[src/rtl/e203_exu_flush_arb.sv]
// Fixed-priority flush arbiter: merges NUM_SRC flush requesters into one IFU flush handshake.
// Latency: 0 cycles request-to-flush_req by default; 1 cycle with E203_FLUSH_ARB_REG_OUT_EN defined.
// Backpressure: the grant is locked to one source until flush_ack; other requesters wait.
module e203_exu_flush_arb #(
  parameter int NUM_SRC = 3,
  parameter int PC_SIZE = 32,
  parameter int ID_W    = 3,
  parameter int CNT_W   = 16
) (
  input  logic                       clk,
  input  logic                       rst_n,
  input  logic [NUM_SRC-1:0]         src_req_i,
  input  logic [NUM_SRC*PC_SIZE-1:0] src_op1_i,
  input  logic [NUM_SRC*PC_SIZE-1:0] src_op2_i,
  output logic [NUM_SRC-1:0]         src_ack_o,
  output logic                       flush_req_o,
  output logic [PC_SIZE-1:0]         flush_op1_o,
  output logic [PC_SIZE-1:0]         flush_op2_o,
  input  logic                       flush_ack_i,
  output logic                       flush_pulse_o,
  output logic [ID_W-1:0]            flush_src_id_o,
  input  logic                       cmt_ena_i,
  output logic                       nonflush_cmt_ena_o,
  input  logic                       cnt_clr_i,
  output logic [CNT_W-1:0]           flush_cnt_o,
  output logic                       protocol_err_o
);

  typedef enum logic {IDLE = 1'b0, HOLD = 1'b1} state_e;

  state_e             state_q, state_d;
  logic [ID_W-1:0]    lock_id_q, lock_id_d;
  logic               protocol_err_q, protocol_err_d;
  logic [CNT_W-1:0]   cnt_q, cnt_d;

  logic               any_req;
  logic [ID_W-1:0]    win_id;
  logic               lock_req;
  logic               grant;
  logic [ID_W-1:0]    sel_id;
  logic [ID_W-1:0]    mux_id;
  logic [PC_SIZE-1:0] mux_op1, mux_op2;
  logic [PC_SIZE-1:0] out_op1, out_op2;

  // Priority encode: lowest requesting index wins.
  always_comb begin
    any_req = |src_req_i;
    win_id  = '0;
    for (int i = NUM_SRC - 1; i >= 0; i--) begin
      if (src_req_i[i]) win_id = ID_W'(i);
    end
  end

  // Live request level of the locked source.
  always_comb begin
    lock_req = 1'b0;
    for (int i = 0; i < NUM_SRC; i++) begin
      if (lock_id_q == ID_W'(i)) lock_req = src_req_i[i];
    end
  end

  // Next-state and grant decode.
  always_comb begin
    state_d        = state_q;
    lock_id_d      = lock_id_q;
    protocol_err_d = protocol_err_q;
    grant          = 1'b0;
    sel_id         = '0;
    case (state_q)
      IDLE: begin
`ifdef E203_FLUSH_ARB_REG_OUT_EN
        // Registered output stage: capture the winner, grant next cycle.
        if (any_req) begin
          state_d   = HOLD;
          lock_id_d = win_id;
        end
`else
        // Grant straight away; only lock if the IFU stalls.
        if (any_req) begin
          grant  = 1'b1;
          sel_id = win_id;
          if (!flush_ack_i) begin
            state_d   = HOLD;
            lock_id_d = win_id;
          end
        end
`endif
      end
      HOLD: begin
        if (lock_req) begin
          grant  = 1'b1;
          sel_id = lock_id_q;
          if (flush_ack_i) state_d = IDLE;
        end else begin
          // Locked source abandoned its flush: flag it and release the grant.
          protocol_err_d = 1'b1;
          state_d        = IDLE;
        end
      end
      default: state_d = IDLE;
    endcase
  end

`ifdef E203_FLUSH_ARB_REG_OUT_EN
  assign mux_id = win_id;
`else
  assign mux_id = sel_id;
`endif

  // Operand mux: granted source (combinational) or winner to capture (registered).
  always_comb begin
    mux_op1 = '0;
    mux_op2 = '0;
    for (int i = 0; i < NUM_SRC; i++) begin
      if (mux_id == ID_W'(i)) begin
        mux_op1 = src_op1_i[i*PC_SIZE +: PC_SIZE];
        mux_op2 = src_op2_i[i*PC_SIZE +: PC_SIZE];
      end
    end
  end

`ifdef E203_FLUSH_ARB_REG_OUT_EN
  logic [PC_SIZE-1:0] op1_q, op2_q;

  // Operand capture when leaving IDLE; held stable for the whole HOLD.
  always_ff @(posedge clk or negedge rst_n) begin
    if (!rst_n) begin
      op1_q <= '0;
      op2_q <= '0;
    end else if (state_q == IDLE && any_req) begin
      op1_q <= mux_op1;
      op2_q <= mux_op2;
    end
  end

  assign out_op1 = op1_q;
  assign out_op2 = op2_q;
`else
  assign out_op1 = mux_op1;
  assign out_op2 = mux_op2;
`endif

  // Outputs are quiet while reset is held, so a mid-flush reset drops the request at once.
  assign flush_req_o        = grant & rst_n;
  assign flush_pulse_o      = flush_req_o & flush_ack_i;
  assign flush_op1_o        = flush_req_o ? out_op1 : '0;
  assign flush_op2_o        = flush_req_o ? out_op2 : '0;
  assign flush_src_id_o     = flush_req_o ? sel_id : '0;
  assign nonflush_cmt_ena_o = cmt_ena_i & ~flush_req_o;
  assign flush_cnt_o        = cnt_q;
  assign protocol_err_o     = protocol_err_q;

  // One-hot acknowledge back to the granted source.
  always_comb begin
    src_ack_o = '0;
    for (int i = 0; i < NUM_SRC; i++) begin
      src_ack_o[i] = flush_pulse_o && (sel_id == ID_W'(i));
    end
  end

  // Completed-flush counter; clear beats increment.
  always_comb begin
    cnt_d = cnt_q;
    if (cnt_clr_i)          cnt_d = '0;
    else if (flush_pulse_o) cnt_d = cnt_q + 1'b1;
  end

  // State, lock and status registers.
  always_ff @(posedge clk or negedge rst_n) begin
    if (!rst_n) begin
      state_q        <= IDLE;
      lock_id_q      <= '0;
      protocol_err_q <= 1'b0;
      cnt_q          <= '0;
    end else begin
      state_q        <= state_d;
      lock_id_q      <= lock_id_d;
      protocol_err_q <= protocol_err_d;
      cnt_q          <= cnt_d;
    end
  end

endmodule

[config.mk]
export PLATFORM = sky130hd
export DESIGN_NAME = e203_exu_flush_arb
export DESIGN_NICKNAME = d
export VERILOG_FILES = /design/src/rtl/e203_exu_flush_arb.sv
export SDC_FILE = /design/constraint.sdc
export NUM_CORES = 1
export LEC_CHECK = 0
export ABC_AREA = 0
export BUFFER_PORTS_ARGS = -buffer_cell sky130_fd_sc_hd__buf_2
export CORE_AREA = 3 3 111 113
export CTS_CLUSTER_DIAMETER = 80
export DETAILED_ROUTE_END_ITERATION = 10
export DIE_AREA = 0 0 114 116
export GPL_TIMING_DRIVEN = 0
export PLACE_DENSITY_LB_ADDON = 0.15
export SLEW_MARGIN = 30
export SYNTH_ARGS = -nofsm -noshare
export SYNTH_HDL_FRONTEND = slang
export SYNTH_SLANG_ARGS = --single-unit
[constraint.sdc]
create_clock -name clk -period 2.5 [get_ports clk]
set_clock_uncertainty 0.15 [all_clocks]
set_input_delay 0.375 -clock clk [delete_from_list [all_inputs] [get_ports clk]]
set_output_delay 0.375 -clock clk [all_outputs]
set_load 0.02 [all_outputs]
Yosys cells after proc, flatten, opt, wreduce, memory -nomap -nowiden
Index checks and enable logic that the tools add are counted.
{"block": "totals", "elab_cells": 52, "register_bits": 21}
{"block": "classes", "addsub": 1, "reduce_logical": 9, "n_mux": 27, "n_eq_ne": 4, "bitwise": 7}
{"cell": "$mux 32", "n": 8}
{"cell": "$mux 16", "n": 2}
{"cell": "$add 16x1->16 const B", "n": 1}
{"cell": "$mux 3", "n": 4}
{"cell": "$mux 1", "n": 8}
{"cell": "$eq 3x1->1 const B", "n": 2}
{"cell": "$eq 3x2->1 const B", "n": 2}
{"cell": "$logic_not 3->1", "n": 2}
{"cell": "$pmux 3 s2", "n": 1}
{"cell": "$mux 2", "n": 2}
{"cell": "$not 1->1", "n": 4}
{"cell": "$pmux 1 s2", "n": 2}
{"cell": "$and 1x1->1", "n": 3}
{"cell": "$logic_and 1x1->1", "n": 3}
{"cell": "$reduce_and 3->1", "n": 1}
{"cell": "$reduce_or 3->1", "n": 1}
{"cell": "$reduce_and 2->1", "n": 1}
{"cell": "$reduce_bool 2->1", "n": 1}

Depth between registers and ports, before layout
{"block": "depth", "ltp_word": 11, "ltp_mapped": 7, "mapped_depth_nobuf": 4}

Worst setup path before layout
No wires, ideal clock.
{"block": "synth_timing", "path_kind": "input port to output port", "startpoint": "input port src_req_i[1]", "endpoint": "output port flush_op2_o[14]", "stages": 6, "n_path_buf": 3, "path_slack_ns": 0.041, "arrival_time_ns": 1.934, "t_required_ns": 1.975, "path_cell_list": "buf_2 nor3_1 o21ai_2 buf_2 clkbuf_1 a311oi_1"}
{"block": "synth_via", "elab_chain_len": 9, "elab_cells_between_ends": 19, "classes_between": "eq/ne: 2; mux: 14; bitwise: 1; reduce/logical: 2"}
{"item": "start: declaration", "line": "12", "source": "input logic [NUM_SRC-1:0] src_req_i,"}
{"item": "$mux 1 or $mux 2 (tied branches)", "line": "58, 50"}
{"item": "$mux 1 or $mux 3 (tied branches)", "line": "58, 50"}
{"item": "$mux 3 (on tied branches)", "line": "90, 79"}
{"item": "$pmux 3 s2", "line": "69", "source": "case (state_q)"}
{"item": "$logic_not 3->1", "line": "115", "source": "if (mux_id == ID_W'(i)) begin"}
{"item": "$mux 32 (3 in series)", "line": "115"}
{"item": "$mux 32 *", "line": "147", "source": "assign flush_op2_o = flush_req_o ? out_op2 : '0;"}
{"item": "end: declaration", "line": "18", "source": "output logic [PC_SIZE-1:0] flush_op2_o,"}
Every way passes the cells marked *; elsewhere a longest branch is shown, timed or not.

Worst setup path in the final report
{"block": "layout_timing", "startpoint": "register lock_id_q[0]", "endpoint": "output port flush_op1_o[11]"}
{"block": "layout_via", "elab_chain_len": 11, "elab_cells_between_ends": 18, "classes_between": "eq/ne: 4; mux: 11; bitwise: 1; reduce/logical: 2"}
{"item": "start: declaration", "line": "32", "source": "logic [ID_W-1:0] lock_id_q, lock_id_d;"}
{"item": "start signal: assignment", "line": "177", "source": "lock_id_q <= lock_id_d;"}
{"item": "$logic_not 3->1", "line": "58", "source": "if (lock_id_q == ID_W'(i)) lock_req = src_req_i[i];"}
{"item": "$mux 1 (3 in series)", "line": "58"}
{"item": "$mux 3", "line": "90", "source": "if (lock_req) begin"}
{"item": "$pmux 3 s2", "line": "69"}
{"item": "$logic_not 3->1", "line": "115"}
{"item": "$mux 32 (3 in series)", "line": "115"}
{"item": "$mux 32 *", "line": "146", "source": "assign flush_op1_o = flush_req_o ? out_op1 : '0;"}
{"item": "end: declaration", "line": "17", "source": "output logic [PC_SIZE-1:0] flush_op1_o,"}
Marked as above.

==> metrics.txt <==
top cell type's share of synthesized area 20.5%; commonest non-fill, non-tap cell in the layout buf_2; synth warn 0; ratio of cells with drive above 1 in the final layout 60.9%; io pins 290; Seq. cell area 503 sq um; row cnt 39; Initial Utilization 23.6%; register bit total from synthesis 20; total iterations of the first detailed-routing run 5; Tot Pwr 2.45 mW; I/O Buffers 286; arrival time at the worst endpoint 2.13 ns; ys flop type dfrtp_1; via count 4700; post-detail-place hpwl 13700 microns; largest net degree at the start of global routing 21; Gate Count Post-Synth 429; clock-pin slew on the worst setup and hold paths 0.05 ns; Final Hold Violating Endpoints 0; vias in the first global route 4383; Multi-input gate area 2480 sq um; most frequent cells in the layout buf_2, nand2_1, buf_4, nor2_1, a311oi_2; GRT Residual Overflow 0; CTS root buffer clkbuf_16; Area Overhead vs Synth 118%; CTS Buffer Depth 2; Avg Cell Area, Syn 6.29 sq um; gr usage total 23.7%; fillers 1141; Final Non-Filler Cells 889; dpl cells 858; Finish-stage setup viols 71; max-cap viol count 0; CTS tree built; CP required 1.98 ns; syn nets 630; Critical Path Fanout Max 10; Final WS setup -0.154 ns; Hold Slack 0.0975 ns; fin crit period 2.65 ns; routed length per instance 20.3 microns; Fin Setup TNS -6.22 ns; Yosys top cell by area a311oi_1; Achievable Freq 0.377 GHz; status finished, violations left; core region area 11400 sq um; PD cells 416 nW/um^2; setup repair after global routing missed its margin yes; EDFF count, synth 0; static leakage 2.88 nW; Routed WL 18000 microns; Reg-to-Reg End flush_cnt_o[15]; Max H-tree Level 1; failing checks setup timing; worst skew pair latency 0.25 ns; Placed Area 4310 sq um; main area contributors after synthesis a311oi_1, dfrtp_1, nand2_1; DRC Markers 0; Peak supply drop 0.000326 V; routability-driven placement congestion ratio 0.881; via/cell ratio 5.29; post-synthesis cell type count 41; first-pass GRT wire length 24800 microns; crit start category flop; Final Cycle Share 106%; Reg2Reg Setup Slack 0.43 ns; Hold Crit Class primary input to asynchronous set/reset pin; max-slew violation count 0; Final Instance Area 5890 sq um; Die X-Extent 114 microns; worst reg2reg path depth 6; Die Ht 116 microns; register area share after synthesis 18.6%; Setup Crit Path Kind flop to output port; FF-to-FF Start lock_id_q[0]; TritonCTS Buffers 3; synthesized area 2700 sq um; clk sink count 20; Final nets 948; die area 13200 sq um; Routed Antenna Nets 0; Starting DRT DRC Count 343; antenna violations before repair 3; Synth async-reset ratio 100%; Crit. End Element output port
==> state kept, by name (all words and copies together) (netlist names) <==
signal and flops:
state_q 1, flush_cnt_o 16, lock_id_q 2, protocol_err_o 1
==> synth_stat cells (5+ instances only) <==
library cell	number
nand2_1	132
dfrtp_1	20
or4_1	12
o31ai_1	12
nand4_1	5
a311oi_1	63
nand3_1	5
nor2_1	69
buf_2	19
clkbuf_1	22
a21oi_1	16
==> layout make-up <==
class,instances,share of cell area [%]
sequential,20,8.54
timing repair buffer,314,34.4
antenna,1,0.0425
tap,143,3.04
clock buffer,3,1.27
inverter,4,0.255
multi-input combinational,358,42.2
buffer,46,10.3
==> per-layer routing <==
layer | vias up | routed length, microns | GRT usage, %
met2 | 234 | 8270 | 36.7
met3 | 34 | 1680 | 6.06
met5 | - | 31 | 0
met1 | 2225 | 7750 | 33.7
met4 | 4 | 286 | 4.20
li1 | 2203 | - | -
==> per-stage QoR <==
step | util (%) | worst slack (ns)
after floorplan | - | 0.0411
after global placement | 37.7 | -0.433
after detailed placement | 37.7 | -0.521
after CTS | 45.9 | -0.105
after global routing | 51.6 | -0.229
final | 51.6 | -0.154
==> logic make-up after synthesis <==
kind of cell	Yosys count	share of synthesized area, %
AOI/OAI and AO/OA	106	31.4
adders and majority gates	1	0.464
and+or+nand+nor	247	39.5
other	1	0.139
buffers and inverters	51	8.82
DFF	20	18.6
muxes	3	1.16
==> worst max path at each step <==
stage	start	endpoint	depth (start not counted)
6_report	lock_id_q[0]	flush_op1_o[11]	7
3_5_place_dp	state_q	flush_op2_o[26]	7
3_3_place_gp	state_q	flush_op2_o[22]	7
4_1_cts	state_q	flush_op1_o[20]	8
5_1_grt	lock_id_q[0]	flush_op1_o[11]	7
2_1_floorplan	src_req_i[1]	flush_op2_o[14]	6
==> timing repair <==
action	CTS	global route
setup endpoints to repair	71	71
hold buffers	1	0
resized for setup	185	103
endpoints found under the hold margin	20	0
setup buffers	12	2
gates cloned	2	11
pin swaps	18	41
==> where the power goes <==
part           leakage (nW)  total, mW  switching [mW]  internal, mW
combinational          2.58       1.77           0.928         0.840
sequential            0.267      0.358          0.0200         0.338
clock                0.0370      0.325           0.114         0.211
==> worst max-delay path, cell delays in order (launching register included) <==
cell      delay (ns)
dfrtp_2         0.46
and2b_2         0.26
o221ai_4        0.11
or2_4           0.25
buf_12          0.16
buf_6           0.15
a311oi_2        0.28
buf_4           0.20
Power figures use the tool's default switching activity.
